## config.mk

```make
export PLATFORM = sky130hd
export DESIGN_NAME = serial_subtractor
export DESIGN_NICKNAME = d
export VERILOG_FILES = /design/src/rtl/serial_subtractor.sv
export SDC_FILE = /design/constraint.sdc
export NUM_CORES = 1
export LEC_CHECK = 0
export CORE_UTILIZATION = 56
export DETAILED_ROUTE_END_ITERATION = 12
export MAX_ROUTING_LAYER = met4
export PLACE_DENSITY_LB_ADDON = 0.05
export SLEW_MARGIN = 0
export SYNTH_ARGS = -nofsm -noshare
export SYNTH_HDL_FRONTEND = slang
export SYNTH_SLANG_ARGS = --single-unit
```

## constraint.sdc

```tcl
create_clock -name CLK -period 3.3 [get_ports CLK]
set_input_delay 0.66 -clock CLK [delete_from_list [all_inputs] [get_ports CLK]]
set_output_delay 0.66 -clock CLK [all_outputs]
set_load 0.01 [all_outputs]
```

## src/rtl/serial_subtractor.sv

```systemverilog
// Bit-serial unsigned subtractor: captures A/B, ripples one borrow bit per clock LSB first,
// and presents D = A-B mod 2^WIDTH with the final borrow on BOUT under a valid/ready handshake.
module serial_subtractor #(
    parameter int unsigned WIDTH = 8
) (
    input  logic             CLK,
    input  logic             RST_N,
    input  logic             IN_VALID,
    output logic             IN_READY,
    input  logic [WIDTH-1:0] A,
    input  logic [WIDTH-1:0] B,
    output logic             OUT_VALID,
    input  logic             OUT_READY,
    output logic [WIDTH-1:0] D,
    output logic             BOUT
);

    localparam int unsigned CntW = $clog2(WIDTH + 1);

    typedef enum logic [1:0] {
        StIdle,
        StBusy,
        StDone
    } state_e;

    state_e            state_q;
    logic [WIDTH-1:0]  a_q;
    logic [WIDTH-1:0]  b_q;
    logic [WIDTH-1:0]  diff_q;
    logic              br_q;
    logic [CntW-1:0]   cnt_q;
    logic [WIDTH-1:0]  d_q;
    logic              bout_q;

    logic              a0;
    logic              b0;
    logic              d_bit;
    logic              br_d;
    logic [WIDTH-1:0]  diff_d;
    logic              last_bit;

    // One full-subtractor slice, fed from the operand LSBs
    always_comb begin
        a0       = a_q[0];
        b0       = b_q[0];
        d_bit    = a0 ^ b0 ^ br_q;
        br_d     = (~a0 & b0) | (~(a0 ^ b0) & br_q);
        diff_d   = {d_bit, diff_q[WIDTH-1:1]};
        last_bit = (cnt_q == CntW'(WIDTH - 1));
    end

    always_ff @(posedge CLK or negedge RST_N) begin
        if (!RST_N) begin
            state_q <= StIdle;
            a_q     <= '0;
            b_q     <= '0;
            diff_q  <= '0;
            br_q    <= 1'b0;
            cnt_q   <= '0;
            d_q     <= '0;
            bout_q  <= 1'b0;
        end else begin
            unique case (state_q)
                StIdle: begin
                    if (IN_VALID) begin
                        a_q     <= A;
                        b_q     <= B;
                        br_q    <= 1'b0;
                        cnt_q   <= '0;
                        state_q <= StBusy;
                    end
                end
                StBusy: begin
                    a_q    <= a_q >> 1;
                    b_q    <= b_q >> 1;
                    diff_q <= diff_d;
                    br_q   <= br_d;
                    if (last_bit) begin
                        // Publish straight from the final slice so DONE sees the full result
                        d_q     <= diff_d;
                        bout_q  <= br_d;
                        state_q <= StDone;
                    end else begin
                        cnt_q <= cnt_q + CntW'(1);
                    end
                end
                StDone: begin
                    if (OUT_READY) begin
                        state_q <= StIdle;
                    end
                end
                default: state_q <= StIdle;
            endcase
        end
    end

    assign IN_READY  = (state_q == StIdle);
    assign OUT_VALID = (state_q == StDone);
    assign D         = d_q;
    assign BOUT      = bout_q;

endmodule

```

==> results_dict.tcl <==
set metrics [dict create \
    drc_errors 0 \
    seqCellArea_um2 976 \
    placed_area_um2 2110 \
    worstReg2RegEnd "a_q[2]" \
    reg2reg_depth 4 \
    final_cell_mix "42 x nand2_1, 39 x dfrtp_1, 29 x clkdlybuf4s50_1, 14 x mux2i_1" \
    path_class "reg2out" \
    critPathBufInv 2 \
    worstHoldPathType "in2async" \
    grt_use_total_pct 22.1 \
    cts_buffers 5 \
    place_congestion 0.841 \
    synth_top_area_cell "dfrtp_1" \
    viasPerCell 5.10 \
    netlist_area_um2 1840 \
    die_h_um 59.3 \
    finalHoldViolCount 0 \
    crit_slowest_cell "dfrtp_1" \
    grt_pass1_wl_um 5460 \
    area_delta_synth_final_pct 19.1 \
    cts.path.max_buffers 2 \
    cts_tree "done" \
    clk_latency_ns 0.36 \
    rsz0062_at_grt "no" \
    die_w_um 59.3 \
    post_cts_buffers 0 \
    synth_top_area_share_pct 53.1 \
    cp_max_fo 12 \
    timing.final.ws_setup_ns 0.936 \
    multi_input_area_um2 753 \
    wl_per_cell_um 13.2 \
    critPathLaunchType "flip-flop" \
    fmax_mhz 423 \
    portBuffers 30 \
    drive_gt1_share_pct 12.8 \
    pre_cts_ws_ns 1.24 \
    avgSynthCellArea_um2 11.1 \
    core_um2 3080 \
    critical_path.top_delay_family "buffers and inverters" \
    cp_cell_sequence "nand2b_1 > inv_1 > clkdlybuf4s50_1" \
    worstPathRequired_ns 2.64 \
    cp_slowest_stage_delay_ns 0.55 \
    fin_hold_ws_ns 0.400 \
    arrival_ns 1.70 \
    max_cap_viol_count 0 \
    postLayoutCoreUtil_pct 71.2 \
    diodes 0 \
    synth_warnings 0 \
    netlist_instances 165 \
    die_area_um2 3520 \
    slew-limit-headroom_pct 43.1 \
    reg2reg_slack_ns 1.50 \
    ant_nets 0 \
    final_area_um2 2190 \
    syn_nets 187 \
    holdBufCountCts 0 \
    setup-tns-final_ns 0 \
    layout.nets 216 \
    root_buffer "clkbuf_4" \
    timing.rr.start "state_q[0]" \
    htreeDepth 2 \
    num-fill-cells 245 \
    grt-ovfl-total 0 \
    cts.sinks 39 \
    ys_seq_area_share_pct 53.1 \
    antenna_found_initial 0 \
    cts.clk_slew.worst_paths_ns 0.13 \
    pin_count 31 \
    power_density_nw_per_um2 926 \
    finalCriticalPeriod_ns 2.36 \
    vias 1220 \
    setup_viol 0 \
    synthTopCellsByArea "dfrtp_1 53%, nand2_1 8.6%, mux2i_1 7.6%" \
    outcome "finished, final reports clean" \
    drv_slew 0 \
    grt_pass1_vias 1192 \
    synth_seq_cells 39 \
    final_common_cell "nand2_1" \
    p_leak_nw 1.07 \
    totalWireLength_um 3160 \
    cts_resized 0 \
    cp-end-kind "output port" \
    drt_iter0_drc 45 \
    period_share_pct 71.6 \
    max-vdd-ir-drop_mv 0.487 \
    dr.pass1.iters 4 \
    num_rows 20 \
    synth.distinct_cells 30 \
    clock_skew_ns 0.0163 \
    start_util_pct 59.8 \
    grt_max_degree 40 \
    dpl.hpwl_um 2180 \
    worst_slew_pin_slew_ns 0.854 \
]
==> cell usage after synthesis <==
| master | instances |
|---|---|
| nand2b_1 | 2 |
| nand2_8 | 1 |
| nand3_1 | 3 |
| a21oi_1 | 4 |
| mux2i_1 | 14 |
| nand3b_1 | 1 |
| nand2_1 | 42 |
| inv_1 | 4 |
| nand4_1 | 1 |
| nor2_1 | 1 |
| buf_2 | 4 |
| o32ai_2 | 1 |
| a2bb2oi_1 | 1 |
| o21ai_1 | 10 |
| clkbuf_2 | 1 |
| mux2_4 | 8 |
| buf_12 | 2 |
| and3b_1 | 1 |
| o221a_2 | 1 |
| o21ai_0 | 10 |
| nor2b_4 | 1 |
| dfrtp_1 | 39 |
| o21bai_1 | 1 |
| nor2b_1 | 4 |
| fa_1 | 1 |
| nor2b_2 | 1 |
| ha_1 | 1 |
| o31ai_1 | 1 |
| or3_1 | 1 |
| buf_6 | 3 |
==> power breakdown <==
group	switching [W]	leakage [nW]	internal [W]	total [W]
logic	0.000405	0.530	0.000444	0.000850
clock network	0.000167	0.0452	0.000159	0.000326
registers	0.000160	0.491	0.000693	0.000852
total	0.000731	1.07	0.00130	0.00203
==> worst max path at each step <==
stage / end / from / depth (start not counted)
final: OUT_VALID / state_q[0] / 3
after global routing: OUT_VALID / state_q[0] / 3
after CTS: OUT_VALID / state_q[0] / 3
after detailed placement: a_q[2] / IN_VALID / 4
after global placement: a_q[5] / IN_VALID / 4
after floorplan: D[0] / cnt_q[0] / 5
==> kinds of logic (layout without fill, tap and decap cells) <==
| kind of cell | after synthesis | in the layout | share of synthesized area (%) |
|---|---|---|---|
| simple gates | 59 | 59 | 15.5 |
| flops | 39 | 39 | 53.1 |
| buf+inv | 14 | 44 | 6.19 |
| fa+ha+maj | 2 | 2 | 1.77 |
| compound gates | 29 | 29 | 9.32 |
| mux | 22 | 22 | 14.1 |
==> stage by stage <==
| step | cells | power, W |
|---|---|---|
| 2_1_floorplan | 165 | 0.00153 |
| 3_3_place_gp | 231 | 0.00167 |
| 3_5_place_dp | 231 | 0.00172 |
| 4_1_cts | 239 | 0.00205 |
| 5_1_grt | 239 | 0.00218 |
| 6_report | 239 | 0.00203 |
==> layout make-up <==
cell class                 instances  area share, %
inverter                           4          0.685
clock inverter                     3           2.00
clock buffer                       5           1.71
sequential                        39           44.5
tap                               44           2.51
timing repair buffer              32           14.2
multi-input combinational        112           34.4
==> flip-flops by register name (all words and copies together) (netlist names) <==
signal and count:
a_q 8, state_q 2, D 8, br_q 1
BOUT 1, cnt_q 4, diff_q 7, b_q 8
==> worst register-to-register path: cells and delay by family, from the launching register on <==
| kind | cells | cell delay, ns |
|---|---|---|
| and+or+nand+nor | 1 | 0.42 |
| DFF | 1 | 0.61 |
| AOI/OAI and AO/OA | 1 | 0.11 |
| muxes | 1 | 0.22 |
| buffers and inverters | 1 | 0.33 |
==> per-layer routing <==
layer  GRT usage (%)  part of all wire, %  up-vias  routed length (µm)
met5               -                    0        -                   0
met4            6.12                 0.98        0                  31
met3            5.90                  3.7        4                 118
met2            36.3                   47       23                1490
met1            26.7                   48      578                1520
li1                -                    -      615                   -
(Power assumes the default switching activity.)
